File: config.mk
export PLATFORM = sky130hd
export DESIGN_NAME = mem_port_arbiter
export DESIGN_NICKNAME = d
export VERILOG_FILES = /design/src/rtl/mem_arb_pkg.sv /design/src/rtl/mem_port_arbiter.sv
export SDC_FILE = /design/constraint.sdc
export NUM_CORES = 1
export LEC_CHECK = 0
export ABC_CLOCK_PERIOD_IN_PS = 1300
export BUFFER_PORTS_ARGS = -buffer_cell sky130_fd_sc_hd__clkbuf_2
export CORE_ASPECT_RATIO = 0.9
export CORE_MARGIN = 3
export CORE_UTILIZATION = 35
export DETAILED_ROUTE_END_ITERATION = 10
export GPL_TIMING_DRIVEN = 0
export PLACE_DENSITY = 0.75
export SYNTH_ARGS = -nofsm -noshare
export SYNTH_HDL_FRONTEND = slang
export SYNTH_SLANG_ARGS = --single-unit
File: constraint.sdc
create_clock -name clk_i -period 1.3 [get_ports clk_i]
set_input_delay 0 -clock clk_i [delete_from_list [all_inputs] [get_ports clk_i]]
set_output_delay 0 -clock clk_i [all_outputs]
set_load 0.01 [all_outputs]
File: src/rtl/mem_arb_pkg.sv
// Shared types for the instruction/data memory port arbiter.
package mem_arb_pkg;

  typedef enum logic [1:0] {
    IDLE = 2'd0,
    REQ  = 2'd1,
    RESP = 2'd2
  } arb_state_e;

  typedef enum logic {
    OWNER_INSTR = 1'b0,
    OWNER_DATA  = 1'b1
  } owner_e;

endpackage

File: src/rtl/mem_port_arbiter.sv
// Arbitrates an instruction-fetch port and a load/store port onto one memory port,
// one transaction at a time. ARB_ROUND_ROBIN_EN selects round-robin over fixed data priority.
module mem_port_arbiter
  import mem_arb_pkg::*;
#(
  parameter int ADDR_WIDTH = 32,
  parameter int DATA_WIDTH = 32
) (
  input  logic                    clk_i,
  input  logic                    rst_ni,

  input  logic                    instr_req_i,
  input  logic [ADDR_WIDTH-1:0]   instr_addr_i,
  output logic                    instr_gnt_o,
  output logic                    instr_rvalid_o,
  output logic [DATA_WIDTH-1:0]   instr_rdata_o,

  input  logic                    data_req_i,
  input  logic                    data_we_i,
  input  logic [DATA_WIDTH/8-1:0] data_be_i,
  input  logic [ADDR_WIDTH-1:0]   data_addr_i,
  input  logic [DATA_WIDTH-1:0]   data_wdata_i,
  output logic                    data_gnt_o,
  output logic                    data_rvalid_o,
  output logic [DATA_WIDTH-1:0]   data_rdata_o,

  output logic                    mem_req_o,
  output logic                    mem_we_o,
  output logic [DATA_WIDTH/8-1:0] mem_be_o,
  output logic [ADDR_WIDTH-1:0]   mem_addr_o,
  output logic [DATA_WIDTH-1:0]   mem_wdata_o,
  input  logic                    mem_gnt_i,
  input  logic                    mem_rvalid_i,
  input  logic [DATA_WIDTH-1:0]   mem_rdata_i
);

  localparam int BE_WIDTH = DATA_WIDTH / 8;

  arb_state_e            state_q, state_d;
  owner_e                owner_q, owner_d;
  logic                  we_q, we_d;
  logic [BE_WIDTH-1:0]   be_q, be_d;
  logic [ADDR_WIDTH-1:0] addr_q, addr_d;
  logic [DATA_WIDTH-1:0] wdata_q, wdata_d;
  owner_e                pick;

`ifdef ARB_ROUND_ROBIN_EN
  owner_e last_q, last_d;
`endif

  always_comb begin
    pick = OWNER_INSTR;
    if (instr_req_i && data_req_i) begin
`ifdef ARB_ROUND_ROBIN_EN
      pick = (last_q == OWNER_DATA) ? OWNER_INSTR : OWNER_DATA;
`else
      pick = OWNER_DATA;
`endif
    end else if (data_req_i) begin
      pick = OWNER_DATA;
    end
  end

  always_comb begin
    state_d = state_q;
    owner_d = owner_q;
    we_d    = we_q;
    be_d    = be_q;
    addr_d  = addr_q;
    wdata_d = wdata_q;
`ifdef ARB_ROUND_ROBIN_EN
    last_d  = last_q;
`endif
    unique case (state_q)
      IDLE: begin
        if (instr_req_i || data_req_i) begin
          state_d = REQ;
          owner_d = pick;
          if (pick == OWNER_DATA) begin
            we_d    = data_we_i;
            be_d    = data_be_i;
            addr_d  = data_addr_i;
            wdata_d = data_wdata_i;
          end else begin
            // Fetches are presented to memory as full-word loads.
            we_d    = 1'b0;
            be_d    = '1;
            addr_d  = instr_addr_i;
            wdata_d = '0;
          end
        end
      end
      REQ: begin
        if (mem_gnt_i) state_d = RESP;
      end
      RESP: begin
        if (mem_rvalid_i) begin
          state_d = IDLE;
`ifdef ARB_ROUND_ROBIN_EN
          last_d  = owner_q;
`endif
        end
      end
      default: state_d = IDLE;
    endcase
  end

  always_ff @(posedge clk_i or negedge rst_ni) begin
    if (!rst_ni) begin
      state_q <= IDLE;
      owner_q <= OWNER_INSTR;
      we_q    <= 1'b0;
      be_q    <= '0;
      addr_q  <= '0;
      wdata_q <= '0;
`ifdef ARB_ROUND_ROBIN_EN
      last_q  <= OWNER_INSTR;
`endif
    end else begin
      state_q <= state_d;
      owner_q <= owner_d;
      we_q    <= we_d;
      be_q    <= be_d;
      addr_q  <= addr_d;
      wdata_q <= wdata_d;
`ifdef ARB_ROUND_ROBIN_EN
      last_q  <= last_d;
`endif
    end
  end

  logic in_req;
  logic resp_hit;

  // Memory strobes outside their own phase are ignored by gating on state.
  always_comb begin
    in_req         = (state_q == REQ);
    resp_hit       = (state_q == RESP) && mem_rvalid_i;

    mem_req_o      = in_req;
    mem_we_o       = in_req && we_q;
    mem_be_o       = in_req ? be_q    : '0;
    mem_addr_o     = in_req ? addr_q  : '0;
    mem_wdata_o    = in_req ? wdata_q : '0;

    instr_gnt_o    = in_req && mem_gnt_i && (owner_q == OWNER_INSTR);
    data_gnt_o     = in_req && mem_gnt_i && (owner_q == OWNER_DATA);

    instr_rvalid_o = resp_hit && (owner_q == OWNER_INSTR);
    data_rvalid_o  = resp_hit && (owner_q == OWNER_DATA);

    instr_rdata_o  = instr_rvalid_o ? mem_rdata_i : '0;
    data_rdata_o   = (data_rvalid_o && !we_q) ? mem_rdata_i : '0;
  end

endmodule
Word-level counts from Yosys, hierarchy flattened. Index checks and enable logic that the tools add are counted.

Reduce and logical (&&, ||, !) cells: 14. Mux-type cells: 15. Bitwise gates (word level): 1. Equality and inequality tests: 5.

Operators by type and width (count): 32-bit 2-to-1 mux (6); 1-bit logical AND (9); 4-bit 2-to-1 mux (2); 2-bit 2-to-1 mux (3); 2-bit one-hot mux with 3 select lines (1); 2-bit != test, second input constant (2); 1-bit 2-to-1 mux (3); 3-bit AND reduction (1); 2-bit by 1-bit equality test with 1-bit output, second input constant (1); 2-bit equality test, second input constant (1); 2-bit logical NOT (1); 2-bit by 1-bit != test with 1-bit output, second input constant (1); 2-bit AND reduction (1); 1-bit logical NOT (1); 1-bit logical OR (1); 1-bit inverter (1).

Logic and storage cells: 41. Register bits: 72. Output and inout port bits: 138.

Logic depth before layout (Yosys ltp).
Depth after elaboration: 5. Mapped depth: 5. Mapped depth without buffers: 3.

Worst setup path before layout. Ideal clock, no wire load.

Path kind: reg-to-reg. Start point: register state_q[0]. End point: register addr_q[10]. Buffers on the path: 2. Cell stages (with the launch flop): 6. Slack: -0.103 ns. Required time: 1.175 ns. Period minus slack after synthesis: 1.403 ns. Arrival: 1.278 ns. Cells stage by stage: dfrtp_1 -> nor2_2 -> o21a_1 -> buf_6 -> buf_6 -> mux2_4.

Longest elaborated chain between the ends: 2.

RTL lines: from (decl) (RTL line mem_port_arbiter.sv:39) `arb_state_e state_q, state_d;`; from (signal assigned) (RTL line mem_port_arbiter.sv:120) `state_q <= state_d;`; 2-bit logical NOT (RTL line mem_port_arbiter.sv:74) `unique case (state_q)`; 2-bit AND reduction (no source line); to (signal assigned) (RTL line mem_port_arbiter.sv:124) `addr_q <= addr_d;`; to (decl) (RTL line mem_port_arbiter.sv:43) `logic [ADDR_WIDTH-1:0] addr_q, addr_d;`.

Every way passes these cells. A chain may end at the register's enable or synchronous reset.

Worst setup path after layout.
Start point: register state_q[0]. End point: output port data_rdata_o[28].

Longest elaborated chain between the ends: 5.

RTL lines: 2-bit equality test (RTL line mem_port_arbiter.sv:138) `resp_hit = (state_q == RESP) && mem_rvalid_i;`; 1-bit logical AND (RTL line mem_port_arbiter.sv:138); 1-bit logical AND (RTL line mem_port_arbiter.sv:150) `data_rvalid_o = resp_hit && (owner_q == OWNER_DATA);`; 1-bit logical AND (RTL line mem_port_arbiter.sv:153) `data_rdata_o = (data_rvalid_o && !we_q) ? mem_rdata_i : '0;`; 32-bit 2-to-1 mux (RTL line mem_port_arbiter.sv:153); to (decl) (RTL line mem_port_arbiter.sv:25) `output logic [DATA_WIDTH-1:0] data_rdata_o,`.

Every way passes these cells.

==> flow_summary.json <==
{
  "grt.total_usage_pct": 22.04,
  "worstSetupStartpoint": "state_q[0]$_DFFE_PN0P_",
  "grt_pass1_wl_mm": 22.56,
  "whs_ns": 0.03887,
  "slew_headroom_pct": 71.94,
  "p_int_mw": 9.751,
  "swShare_pct": 33.17,
  "avgViaCountPerCell": 4.748,
  "clock_skew_ns": 0.005954,
  "crit_path_end_kind": "primary output",
  "root_buffer": "clkbuf_16",
  "portBuffers": 275,
  "clkPwrFrac_pct": 18.2,
  "power_leakage_nw": 3.883,
  "yosysTopAreaCell": "dfrtp_1",
  "ir_worst_vdd_mv": 0.9595,
  "critical_path_required_ns": 1.30,
  "antenna_found_initial": 1,
  "yosys_warnings": 0,
  "violations": "negative setup slack",
  "die_w_um": 119.4,
  "synthTopCellsByArea": "dfrtp_1, and2_1, mux2_2, mux2_4, a22o_1",
  "final_hold_viol_count": 0,
  "timing.fmax_mhz": 605.5,
  "first_global_vias": 4431,
  "dp_hpwl_mm": 10.31,
  "syn_to_final_growth_pct": 81.23,
  "drc": 0,
  "fp-row-count": 36,
  "overflow": 0,
  "fin_util_pct": 66.31,
  "final_nets": 855,
  "htree_num_levels": 3,
  "wl_mm": 15.26,
  "power_density_nw_per_um2": 1986,
  "clockBufferDepth": 2,
  "r2r-end": "addr_q[19]$_DFFE_PN0P_",
  "initial_core_util_pct": 36.59,
  "ios": 277,
  "cts_tree": "built",
  "async_flop_share_pct": 100.0,
  "outcome": "complete, but fails checks",
  "p_total_mw": 14.59,
  "finalSetupViolations": 207,
  "power_frac_seq_pct": 26.4,
  "dieArea_sq_um": 12910,
  "ys_seq_area_share_pct": 44.44,
  "ys_ff_latch": 72,
  "fin_area_sq_um": 7347,
  "crit_type": "flop to primary output",
  "numCtsBuffers": 9,
  "fin_ws_ns": -0.3515,
  "firstDrtPassIters": 4,
  "grt_setup_unrepaired": "yes",
  "max_cap_viol_count": 0,
  "synthFlopType": "dfrtp_1",
  "cp.arrival_ns": 1.65,
  "placed_cell_area_sq_um": 5650,
  "synth_cell_type_count": 23,
  "setup-tns-final_ns": -50.04,
  "clk_pin_slew_ns": 0.06,
  "layout-drive-gt1-share_pct": 64.03,
  "worstSetupStartpointType": "flop",
  "fin_crit_sh_pct": 127.0,
  "slew_violations": 0,
  "vias": 4150,
  "ant_nets": 0,
  "gp_congestion": 0.8661,
  "core_area_sq_um": 11080,
  "cp-endpoint": "data_rdata_o[28]",
  "fin_crit_ns": 1.652,
  "synth_area_sq_um": 4054,
  "max_slew.worst_pin.slew_ns": 0.4193,
  "synth_fp_nets": 491,
  "reg2reg_depth": 7,
  "hold_class": "input pin to flop",
  "grt_start_max_net_pins": 49,
  "synth_cells": 352,
  "p_sw_mw": 4.839,
  "syn_avg_cell_area_sq_um": 11.52,
  "fill_cells": 825,
  "path_max_fanout": 10,
  "r2r-start": "state_q[0]$_DFFE_PN0P_",
  "p_comb_share_pct": 55.4,
  "synth-edff-count": 0,
  "drt_iter0_markers": 155,
  "insertion_delay_ns": 0.32,
  "die_h_um": 108.1,
  "synth.top_cell.area_share_pct": 44.44,
  "clkSinkCount": 72,
  "routedWlPerCell_um": 17.46,
  "ff2ff_setup_slack_ns": -0.33
}
## flip-flops by register name (all words and copies together) (netlist names)
| register | flops |
|---|---|
| state_q | 2 |
| be_q | 4 |
| wdata_q | 32 |
| we_q | 1 |
| addr_q | 32 |
| owner_q | 1 |
## how the worst min path moves through the flow
stage / from / endpoint / slack (ns) / cells past startpoint
final: data_addr_i[13] / addr_q[13]$_DFFE_PN0P_ / 0.04 / 3
after global routing: data_addr_i[13] / addr_q[13]$_DFFE_PN0P_ / 0.03 / 3
after global placement: data_wdata_i[6] / wdata_q[6]$_DFFE_PN0P_ / 0.22 / 2
after detailed placement: rst_ni / addr_q[18]$_DFFE_PN0P_ / -0.03 / 1
after floorplan: rst_ni / addr_q[0]$_DFFE_PN0P_ / -0.30 / 0
after CTS: instr_addr_i[31] / addr_q[31]$_DFFE_PN0P_ / 0.03 / 3
## cell usage after synthesis, types with 2 or more instances
cell / number
and2_1: 134
dfrtp_1: 72
mux2_2: 38
a22o_1: 33
mux2_4: 26
buf_2: 13
clkbuf_1: 8
buf_6: 5
o22a_1: 4
clkbuf_2: 3
nand2_1: 3
nand2b_1: 2
## kinds of logic (layout without fill, tap and decap cells)
kind of cell / after synthesis / in the layout / synth area share [%]
muxes: 64 / 64 / 20.19
DFF: 72 / 72 / 44.44
other: 0 / 2 / 0
buffers and inverters: 29 / 397 / 4.105
and+or+nand+nor: 146 / 146 / 22.56
AOI/OAI and AO/OA: 41 / 41 / 8.704
## layout by cell type, fill, tap and decap left out, types with 2 or more instances in the layout
cell type      synthesis  layout
buf_8                  0       6
and2_4                 0      31
clkbuf_2               3     240
a22o_1                33      33
buf_12                 0       5
bufinv_16              0       2
buf_4                  0       9
o22a_1                 4       4
buf_2                 13       6
buf_16                 0       4
dfrtp_2                0       2
and2_1               134     103
mux2_2                38      32
buf_6                  5      62
mux2_4                26      32
nand2_1                3       2
clkbuf_16              0       9
clkbuf_4               0       5
diode_2                0       2
dlygate4sd3_1          0      40
clkbuf_8               0       6
dfrtp_1               72      70
## critical path, stage by stage (launching register included)
cell,delay (ns)
dfrtp_1,0.40
and4b_1,0.27
and2b_2,0.21
clkbuf_8,0.17
and2_1,0.13
clkbuf_2,0.15
## power groups by stage
stage          sequential (mW)  clock (mW)  combinational [mW]
4_1_cts                   3.85        2.70                7.90
6_report                  3.85        2.65                8.09
3_3_place_gp              3.81           0                5.68
5_1_grt                   3.99        2.79                8.66
3_5_place_dp              3.83           0                5.81
2_1_floorplan             3.66           0                3.89
## metal layers
metal  global-route usage (%)  part of all wire [%]  vias to the layer above
met2                    41.09                    53                      188
met4                    8.994                   2.6                        0
met3                    4.759                   6.4                       28
li1                         -                     -                     1923
met1                    24.47                    38                     2011
met5                        0                     0                        -
## stage by stage
step | setup WS, ns | cells
2_1_floorplan | -0.1030 | 352
3_3_place_gp | -0.3273 | 779
3_5_place_dp | -0.3293 | 780
4_1_cts | -0.3711 | 870
5_1_grt | -0.4193 | 873
6_report | -0.3515 | 874
## final cells by class
cell class                 instances  area, sq um  area share (%)
clock buffer                      10        239.0           3.253
tap                              152        190.2           2.589
clock inverter                     5        81.33           1.107
sequential                        72         1804           24.56
timing repair buffer             354         2472           33.65
buffer                            28        331.6           4.513
multi-input combinational        251         2223           30.26
antenna                            2        5.005         0.06812
## what timing repair did
action / 4_1_cts / 5_1_grt
setup buffers: 23 / 5
cloned: 12 / 1
pin swaps: 42 / 24
hold endpoints to repair: 111 / 0
resized for setup: 112 / 96
hold buffers: 40 / 0
endpoints found under the setup margin: 204 / 209
(Power assumes the default switching activity.)
